[src/rtl/cosim_seq_pkg.sv]
// Shared state encoding and constants for the co-simulation commit sequencer.
package cosim_seq_pkg;

    typedef enum logic [1:0] {
        IDLE = 2'd0,
        STEP = 2'd1,
        TRAP = 2'd2
    } seq_state_e;

    localparam int INST_LEN   = 32;
    localparam int HARTID_LEN = 32;

endpackage

[src/rtl/cosim_bundle_fifo.sv]
// Small register-based FIFO holding whole commit bundles; pointers wrap modulo DEPTH.
module cosim_bundle_fifo #(
    parameter int WIDTH = 8,
    parameter int DEPTH = 4
) (
    input  logic                   clock,
    input  logic                   reset,
    input  logic                   push,
    input  logic                   pop,
    input  logic [WIDTH-1:0]       wdata,
    output logic [WIDTH-1:0]       rdata,
    output logic                   full,
    output logic                   empty,
    output logic [$clog2(DEPTH):0] count
);

    localparam int PTR_W = $clog2(DEPTH);
    localparam int CNT_W = PTR_W + 1;
    localparam logic [CNT_W-1:0] DEPTH_C = CNT_W'(DEPTH);

    logic [WIDTH-1:0] mem_q [DEPTH];
    logic [PTR_W-1:0] wr_ptr_q, wr_ptr_d;
    logic [PTR_W-1:0] rd_ptr_q, rd_ptr_d;
    logic [CNT_W-1:0] count_q, count_d;
    logic             do_push_s, do_pop_s;

    // Qualify requests against the flags and compute next pointers and count.
    always_comb begin
        do_push_s = push && (count_q != DEPTH_C);
        do_pop_s  = pop && (count_q != {CNT_W{1'b0}});
        wr_ptr_d  = wr_ptr_q;
        rd_ptr_d  = rd_ptr_q;
        count_d   = count_q;
        if (do_push_s) begin
            wr_ptr_d = wr_ptr_q + PTR_W'(1);
        end else begin
            wr_ptr_d = wr_ptr_q;
        end
        if (do_pop_s) begin
            rd_ptr_d = rd_ptr_q + PTR_W'(1);
        end else begin
            rd_ptr_d = rd_ptr_q;
        end
        case ({do_push_s, do_pop_s})
            2'b10:   count_d = count_q + CNT_W'(1);
            2'b01:   count_d = count_q - CNT_W'(1);
            default: count_d = count_q;
        endcase
    end

    // Pointer and occupancy registers.
    always_ff @(posedge clock or posedge reset) begin
        if (reset) begin
            wr_ptr_q <= {PTR_W{1'b0}};
            rd_ptr_q <= {PTR_W{1'b0}};
            count_q  <= {CNT_W{1'b0}};
        end else begin
            wr_ptr_q <= wr_ptr_d;
            rd_ptr_q <= rd_ptr_d;
            count_q  <= count_d;
        end
    end

    // Entry storage, written at the write pointer on an accepted push.
    always_ff @(posedge clock or posedge reset) begin
        if (reset) begin
            for (int i = 0; i < DEPTH; i++) begin
                mem_q[i] <= {WIDTH{1'b0}};
            end
        end else if (do_push_s) begin
            mem_q[wr_ptr_q] <= wdata;
        end
    end

    assign rdata = mem_q[rd_ptr_q];
    assign full  = (count_q == DEPTH_C);
    assign empty = (count_q == {CNT_W{1'b0}});
    assign count = count_q;

endmodule

[src/rtl/cosim_commit_sequencer.sv]
// Serialises multi-lane commit bundles into one step-or-trap event per handshake,
// lanes in ascending order with a bundle's trap after its own steps.
module cosim_commit_sequencer
    import cosim_seq_pkg::*;
#(
    parameter int COMMIT_WIDTH = 2,
    parameter int XLEN         = 64,
    parameter int DEPTH        = 4
) (
    input  logic                         clock,
    input  logic                         reset,
    input  logic [COMMIT_WIDTH-1:0]      in_valid,
    input  logic [XLEN*COMMIT_WIDTH-1:0] in_pc,
    input  logic [32*COMMIT_WIDTH-1:0]   in_inst,
    input  logic [XLEN*COMMIT_WIDTH-1:0] in_wdata,
    input  logic [XLEN*COMMIT_WIDTH-1:0] in_mstatus,
    input  logic [COMMIT_WIDTH-1:0]      in_check,
    input  logic                         in_int_xcpt,
    input  logic [XLEN-1:0]              in_cause,
    output logic                         in_ready,
    output logic                         out_valid,
    input  logic                         out_ready,
    output logic                         out_is_trap,
    output logic [XLEN-1:0]              out_pc,
    output logic [31:0]                  out_inst,
    output logic [XLEN-1:0]              out_wdata,
    output logic [XLEN-1:0]              out_mstatus,
    output logic                         out_check,
    output logic [XLEN-1:0]              out_cause,
    output logic [$clog2(DEPTH):0]       occupancy,
    output logic                         idle
);

    localparam int LANE_W  = (COMMIT_WIDTH > 1) ? $clog2(COMMIT_WIDTH) : 1;
    localparam int ENTRY_W = COMMIT_WIDTH * (3 * XLEN + INST_LEN + 2) + 1 + XLEN;

    seq_state_e                   state_q, state_d;
    logic [LANE_W-1:0]            lane_q, lane_d;
    logic [ENTRY_W-1:0]           hold_q, hold_d;
    logic [ENTRY_W-1:0]           push_data_s, head_s;
    logic                         push_s, pop_s, fifo_full_s, fifo_empty_s;
    logic [COMMIT_WIDTH-1:0]      head_mask_s;
    logic                         head_found_s, next_found_s;
    logic [LANE_W-1:0]            head_lane_s, next_lane_s;

    logic [COMMIT_WIDTH-1:0]          h_mask_s, h_check_s;
    logic [XLEN*COMMIT_WIDTH-1:0]     h_pc_s, h_wdata_s, h_mstatus_s;
    logic [INST_LEN*COMMIT_WIDTH-1:0] h_inst_s;
    logic                             h_trap_s;
    logic [XLEN-1:0]                  h_cause_s;

    assign push_data_s = {in_valid, in_pc, in_inst, in_wdata, in_mstatus,
                          in_check, in_int_xcpt, in_cause};
    assign {h_mask_s, h_pc_s, h_inst_s, h_wdata_s, h_mstatus_s,
            h_check_s, h_trap_s, h_cause_s} = hold_q;
    assign head_mask_s = head_s[ENTRY_W-1 -: COMMIT_WIDTH];

    // Empty bundles (no lane, no trap) are dropped here rather than stored.
    assign in_ready = !fifo_full_s;
    assign push_s   = in_ready && ((|in_valid) || in_int_xcpt);

    cosim_bundle_fifo #(
        .WIDTH (ENTRY_W),
        .DEPTH (DEPTH)
    ) u_fifo (
        .clock (clock),
        .reset (reset),
        .push  (push_s),
        .pop   (pop_s),
        .wdata (push_data_s),
        .rdata (head_s),
        .full  (fifo_full_s),
        .empty (fifo_empty_s),
        .count (occupancy)
    );

    // Lowest set lane of the FIFO head, and next set lane above the current one.
    always_comb begin
        head_found_s = 1'b0;
        head_lane_s  = {LANE_W{1'b0}};
        next_found_s = 1'b0;
        next_lane_s  = {LANE_W{1'b0}};
        for (int i = COMMIT_WIDTH - 1; i >= 0; i--) begin
            if (head_mask_s[i]) begin
                head_found_s = 1'b1;
                head_lane_s  = LANE_W'(i);
            end else begin
                head_found_s = head_found_s;
            end
            if (h_mask_s[i] && (i > int'(lane_q))) begin
                next_found_s = 1'b1;
                next_lane_s  = LANE_W'(i);
            end else begin
                next_found_s = next_found_s;
            end
        end
    end

    // Sequencer next state: pop into the hold register, walk lanes, then trap.
    always_comb begin
        state_d = state_q;
        lane_d  = lane_q;
        hold_d  = hold_q;
        pop_s   = 1'b0;
        case (state_q)
            IDLE: begin
                if (!fifo_empty_s) begin
                    pop_s  = 1'b1;
                    hold_d = head_s;
                    if (head_found_s) begin
                        state_d = STEP;
                        lane_d  = head_lane_s;
                    end else begin
                        state_d = TRAP;
                        lane_d  = {LANE_W{1'b0}};
                    end
                end else begin
                    state_d = IDLE;
                end
            end
            STEP: begin
                if (out_ready) begin
                    if (next_found_s) begin
                        lane_d = next_lane_s;
                    end else if (h_trap_s) begin
                        state_d = TRAP;
                    end else begin
                        state_d = IDLE;
                    end
                end else begin
                    state_d = STEP;
                end
            end
            TRAP: begin
                if (out_ready) begin
                    state_d = IDLE;
                end else begin
                    state_d = TRAP;
                end
            end
            default: begin
                state_d = IDLE;
            end
        endcase
    end

    // State, lane index and hold register.
    always_ff @(posedge clock or posedge reset) begin
        if (reset) begin
            state_q <= IDLE;
            lane_q  <= {LANE_W{1'b0}};
            hold_q  <= {ENTRY_W{1'b0}};
        end else begin
            state_q <= state_d;
            lane_q  <= lane_d;
            hold_q  <= hold_d;
        end
    end

    // Event outputs come only from registered state, so they hold until handshake.
    always_comb begin
        out_valid   = 1'b0;
        out_is_trap = 1'b0;
        out_pc      = {XLEN{1'b0}};
        out_inst    = {INST_LEN{1'b0}};
        out_wdata   = {XLEN{1'b0}};
        out_mstatus = {XLEN{1'b0}};
        out_check   = 1'b0;
        out_cause   = {XLEN{1'b0}};
        case (state_q)
            STEP: begin
                out_valid   = 1'b1;
                out_pc      = h_pc_s[int'(lane_q)*XLEN +: XLEN];
                out_inst    = h_inst_s[int'(lane_q)*INST_LEN +: INST_LEN];
                out_wdata   = h_wdata_s[int'(lane_q)*XLEN +: XLEN];
                out_mstatus = h_mstatus_s[int'(lane_q)*XLEN +: XLEN];
                out_check   = h_check_s[lane_q];
            end
            TRAP: begin
                out_valid   = 1'b1;
                out_is_trap = 1'b1;
                out_cause   = h_cause_s;
            end
            default: begin
                out_valid = 1'b0;
            end
        endcase
    end

    assign idle = (state_q == IDLE) && fifo_empty_s;

endmodule

[config.mk]
export PLATFORM = sky130hd
export DESIGN_NAME = cosim_commit_sequencer
export DESIGN_NICKNAME = d
export VERILOG_FILES = /design/src/rtl/cosim_seq_pkg.sv /design/src/rtl/cosim_bundle_fifo.sv /design/src/rtl/cosim_commit_sequencer.sv
export SDC_FILE = /design/constraint.sdc
export NUM_CORES = 2
export LEC_CHECK = 0
export ABC_CLOCK_PERIOD_IN_PS = 132900
export CAP_MARGIN = 25
export CELL_PAD_IN_SITES_DETAIL_PLACEMENT = 0
export CELL_PAD_IN_SITES_GLOBAL_PLACEMENT = 1
export CORE_ASPECT_RATIO = 1.75
export CORE_MARGIN = 2
export CORE_UTILIZATION = 36
export CTS_CLUSTER_SIZE = 20
export DETAILED_ROUTE_END_ITERATION = 12
export DONT_BUFFER_PORTS = 1
export PLACE_DENSITY = 0.63
export SLEW_MARGIN = 15
export SYNTH_ARGS = -nofsm -noshare
export SYNTH_HDL_FRONTEND = slang
export SYNTH_SLANG_ARGS = --single-unit
[constraint.sdc]
create_clock -name clock -period 132.9 [get_ports clock]
set_input_delay 26.58 -clock clock [delete_from_list [all_inputs] [get_ports clock]]
set_output_delay 26.58 -clock clock [all_outputs]
set_load 0.02 [all_outputs]
Yosys cells after proc, flatten, opt, wreduce, memory -nomap -nowiden
Index checks and enable logic that the tools add are counted.
{"block": "totals", "ff_bits": 2595, "in_bits": 520, "output_inout_bits": 296}
{"block": "op_classes", "add_sub_neg": 4, "magnitude_cmp": 5, "n_eq_ne": 10, "n_shift": 4, "mux": 35, "n_bitwise": 3, "n_reduce_logical": 17}
{"op": "2068-bit bitwise mux", "n": 1}
{"op": "517-bit 2-to-1 mux", "n": 3}
{"op": "517-bit binary-select mux with 2-bit select", "n": 1}
{"op": "517-bit demux with 2-bit select", "n": 1}
{"op": "128-bit by 8-bit indexed part select with 64-bit output", "n": 3}
{"op": "64-bit 2-to-1 mux", "n": 4}
{"op": "64-bit by 7-bit indexed part select with 32-bit output", "n": 1}
{"op": "32-bit 2-to-1 mux", "n": 1}
{"op": "1-bit 2-to-1 mux", "n": 15}
{"op": "2-bit 2-to-1 mux", "n": 6}
{"op": "3-bit >= comparator, second input constant", "n": 2}
{"op": "1-bit logical AND", "n": 6}
{"op": "2-bit != test, second input constant", "n": 3}
{"op": "3-bit != test, second input constant", "n": 2}
{"op": "2-bit NOT with 3-bit output", "n": 2}
{"op": "2-bit case mux with 3 select lines", "n": 1}
{"op": "3-bit case mux with 2 select lines", "n": 1}
{"op": "2-bit by 1-bit adder with 2-bit output, second input constant", "n": 2}
{"op": "2-bit by 1-bit == test with 1-bit output, second input constant", "n": 2}
{"op": "2-bit == test, second input constant", "n": 2}
{"op": "4-bit AND reduction", "n": 1}
{"op": "2-bit nonzero test", "n": 2}
{"op": "2-bit OR reduction", "n": 2}
{"op": "3-bit by 1-bit adder with 3-bit output, second input constant", "n": 1}
{"op": "other kinds (13)", "n": 13}

Depth between registers and ports, before layout
{"block": "logic_depth", "ltp_word": 9, "ltp_mapped": 12, "depth_no_buf": 10}

By module
A second synthesis with hierarchy kept.
{"block": "hier_totals", "hier_cells": 6741, "hier_area_um2": 115324.4}
{"mod": "cosim_bundle_fifo", "instances": 1, "cells_per_inst": 5038, "area_each_um2": 88945.3}
{"mod": "cosim_commit_sequencer", "instances": 1, "cells_per_inst": 1703, "area_each_um2": 26379.0}

Worst setup path before layout
Ideal clock, no wire load.
{"block": "synth_path", "kind": "flip-flop to output port", "startpoint": "register lane_q", "endpoint": "output out_mstatus[10]", "arrival_time_ns": 1.580, "setup_slack_ns": 104.740, "stages_incl_launch_ff": 6, "path_buffers": 3, "cell_sequence": "dfrtp_1 clkbuf_1 clkbuf_1 clkbuf_1 mux2i_1 nor2b_1"}
{"block": "synth_via", "elab_chain_cells": 2}
{"item": "start, declared", "line": "cosim_commit_sequencer.sv:38", "source": "logic [LANE_W-1:0] lane_q, lane_d;"}
{"item": "start signal, assigned", "line": "cosim_commit_sequencer.sv:151", "source": "lane_q <= {LANE_W{1'b0}};"}
{"item": "start signal, assigned", "line": "cosim_commit_sequencer.sv:155", "source": "lane_q <= lane_d;"}
{"item": "128-bit by 8-bit indexed part select with 64-bit output", "line": "cosim_commit_sequencer.sv:176", "source": "out_mstatus = h_mstatus_s[int'(lane_q)*XLEN +: XLEN];"}
{"item": "64-bit 2-to-1 mux", "line": "cosim_commit_sequencer.sv:170", "source": "case (state_q)"}
{"item": "end, declared", "line": "cosim_commit_sequencer.sv:27", "source": "output logic [XLEN-1:0] out_mstatus,"}
Every way passes these cells.

==> flow_metrics.env <==
export IMPL_status="finished, final reports clean"
export IMPL_vias_per_cell=5.203
export IMPL_synth_area_per_cell_um2=14.42
export IMPL_worstMarginPinSlew_ps=1083
export IMPL_cap_viol_max_count=0
export IMPL_crit_path_end="u_fifo.mem_q[1465]"
export IMPL_fp_dieW_um=427.2
export IMPL_io_pins=816
export IMPL_num_fill_cells=28850
export IMPL_rsz0062_at_grt="no"
export IMPL_critPathMaxFanout=87
export IMPL_multi_input_area_um2=45290
export IMPL_place_hpwl_um=205000
export IMPL_final_util_pct=40.33
export IMPL_path_buf_inv=8
export IMPL_antenna_found_initial=21
export IMPL_worst_r2r_endpoint="u_fifo.mem_q[842]"
export IMPL_critical_path_class="in -> async"
export IMPL_fp_dieArea_um2=318000
export IMPL_cts_tree="done"
export IMPL_row_count=271
export IMPL_nets=8226
export IMPL_power_leakage_nw=53.69
export IMPL_report_final_slew_viol_count=0
export IMPL_syn_nets=8352
export IMPL_clock_sinks=2594
export IMPL_portBuffers=0
export IMPL_drt_wl_total_um=319100
export IMPL_grt_overflow=0
export IMPL_crit_start="reset"
export IMPL_drt_iter0_markers=3254
export IMPL_cpPeakStageDelay_ps=820
export IMPL_syn2layout_area_growth_pct=11.40
export IMPL_via_count=62480
export IMPL_arrival_ps=32590
export IMPL_cp_end_kind="asynchronous set/reset pin"
export IMPL_reg2reg_depth=7
export IMPL_grt_start_max_net_pins=190
export IMPL_cts_hold_buffers_added=0
export IMPL_critical_path_top_delay_family="buffers and inverters"
export IMPL_synth_warnings=0
export IMPL_grt_pass1_wl_um=473400
export IMPL_cts_buffers=268
export IMPL_first_pass_iters=7
export IMPL_route_detailed_drc=0
export IMPL_timing_final_crit_share_pct=23.86
export IMPL_hold_path_class="reg -> reg"
export IMPL_cts_buffer_depth=4
export IMPL_initial_core_util_pct=36.20
export IMPL_grt_use_total_pct=19.90
export IMPL_ir_drop_uv=23.08
export IMPL_fp_dieH_um=744.5
export IMPL_cp_depth=8
export IMPL_synth_top_area_share_pct=57.54
export IMPL_yosys_top_cells_area="dfrtp_1, mux2_2, mux4_2, mux2_1, nand2_1"
export IMPL_syn_inst=7822
export IMPL_post_cts_buffers=0
export IMPL_p_per_area_nw_per_um2=29.53
export IMPL_hold_violations=0
export IMPL_setup_viol=0
export IMPL_path_clk_slew_ps=60
export IMPL_worstReg2RegStart="u_fifo.count[0]"
export IMPL_crit_required_ps=133780
export IMPL_max_freq_mhz=31.53
export IMPL_crit_slowest_cell="buf_4"
export IMPL_drive_gt1_share_pct=33.13
export IMPL_fin_skew_ps=53.05
export IMPL_core_area_um2=311600
export IMPL_seq_area_um2=64920
export IMPL_synth_async_sr_flop_share_pct=100.0
export IMPL_synth_edff_count=0
export IMPL_wl_per_cell_um=26.57
export IMPL_period_minus_slack_ps=31710
export IMPL_root_buffer="clkbuf_16"
export IMPL_ys_seq_elements=2594
export IMPL_worstPathCellList="inv_8, buf_4, buf_4, buf_4, buf_4, buf_4, buf_6, buf_4"
export IMPL_slew_headroom_pct=27.80
export IMPL_cp_start_kind="primary input"
export IMPL_ctsResizeCount=0
export IMPL_yosys_most_used_dff="dfrtp_1"
export IMPL_ys_seq_area_share_pct=57.54
export IMPL_grt_pass1_vias=68740
export IMPL_synth_distinct_cells=38
export IMPL_h_tree_depth=5
export IMPL_netlist_area_um2=112800
export IMPL_synth_top_cell_by_area="dfrtp_1"
export IMPL_crit_top_cell="buf_4"
export IMPL_clk_latency_ps=890
export IMPL_drtAntennaViolNets=0
export IMPL_reg2reg_slack_ps=127720
export IMPL_fin_setup_tns_ps=0
export IMPL_globalplace_congestion=0.7665
## how the worst min path moves through the flow
stage	from	end	slack [ps]	cells after the start
2_1_floorplan	hold_q[0]	hold_q[0]	440	2
3_3_place_gp	hold_q[33]	hold_q[33]	450	2
3_5_place_dp	hold_q[51]	hold_q[51]	460	2
4_1_cts	hold_q[36]	hold_q[36]	470	2
5_1_grt	hold_q[467]	hold_q[467]	490	2
6_report	hold_q[36]	hold_q[36]	460	2
## placed cells by master, fill, tap and decap left out, types with 9 or more instances in the layout
cell          n
clkbuf_1     61
mux2_2     1549
buf_16        9
and2_1       65
bufinv_16    18
inv_6        11
buf_4        95
dfrtp_1    2591
clkbuf_16   274
mux4_2      517
clkbuf_8     54
mux2i_1     225
mux2_1      520
clkinv_2     35
nor2b_1     226
inv_1        13
nand2_1    1551
diode_2      15
buf_12       16
## stage by stage
stage               power [mW]  area [um2]  cells  setup slack, ps  hold WS (ps)
floorplan                2.588      112800   7822            32990         437.4
global placement         2.919      116500  11510            99970         451.1
finish                   3.712      125700  12010           101190         464.4
detailed placement       2.989      116600  11520            99650         455.0
global route             3.945      125700  12000           100180         490.0
CTS                      3.777      125500  11990           100610         470.5
## registers in the layout, summed over array words and instances, names as in the netlist
signal and cells:
state_q 2, u_fifo.mem_q 2068, u_fifo.rd_ptr_q 2, u_fifo.wr_ptr_q 2, lane_q 1, u_fifo.count 3, hold_q 516
## logic make-up (layout without fill, tap and decap cells)
logic type | Yosys count | count (layout) | share of synthesized area, %
AOI/OAI and AO/OA | 14 | 14 | 0.1120
xor gates and xnor gates | 6 | 6 | 0.04658
adders and majority gates | 10 | 10 | 0.1176
buffers and inverters | 533 | 610 | 2.367
DFF | 2594 | 2594 | 57.54
muxes | 2811 | 2811 | 32.97
other | 0 | 15 | 0
and+or+nand+nor | 1854 | 1854 | 6.846
## cell type report
type / instances / share of cell area, %
multi-input cells: 4695 / 36.04
repair buffers: 122 / 1.037
diodes: 15 / 0.02987
inverters: 15 / 0.05675
well taps: 4095 / 4.077
clock inverters: 84 / 0.8711
clock buffers: 389 / 6.229
flip-flops and latches: 2594 / 51.66
## worst reg2reg max path, cell delays in order (launching register included)
cell and delay (ps):
dfrtp_1 770, nor2_2 300, a211oi_4 370, buf_12 600, buf_4 830, buf_4 960
buf_4 810, mux2_2 440
## power breakdown
part / switching [mW] / internal [mW] / total [mW]
clock network: 0.327 / 0.448 / 0.775
logic: 0.744 / 0.752 / 1.50
registers: 0.232 / 1.21 / 1.44
total: 1.30 / 2.41 / 3.71
## synth_stat cells, types with 2 or more instances
cell	instances
or2_2	2
and2_1	65
xnor2_1	4
dfrtp_1	2594
nor2_1	3
mux2_1	520
mux2i_1	225
inv_1	14
o21ai_0	3
clkbuf_1	145
buf_1	40
ha_1	9
xor2_1	2
buf_6	20
a211oi_2	4
mux4_2	517
nor2b_1	226
nand2_1	1551
buf_2	261
buf_4	51
mux2_2	1549
## layer usage
layer | global-route usage, % | wire [um] | vias to the layer above
li1 | - | - | 27090
met1 | 23.73 | 125200 | 33760
met4 | 5.202 | 8381 | 4
met3 | 6.126 | 23600 | 386
met2 | 34.60 | 161900 | 1246
met5 | 0 | 31 | -
Power figures use the tool's default switching activity.
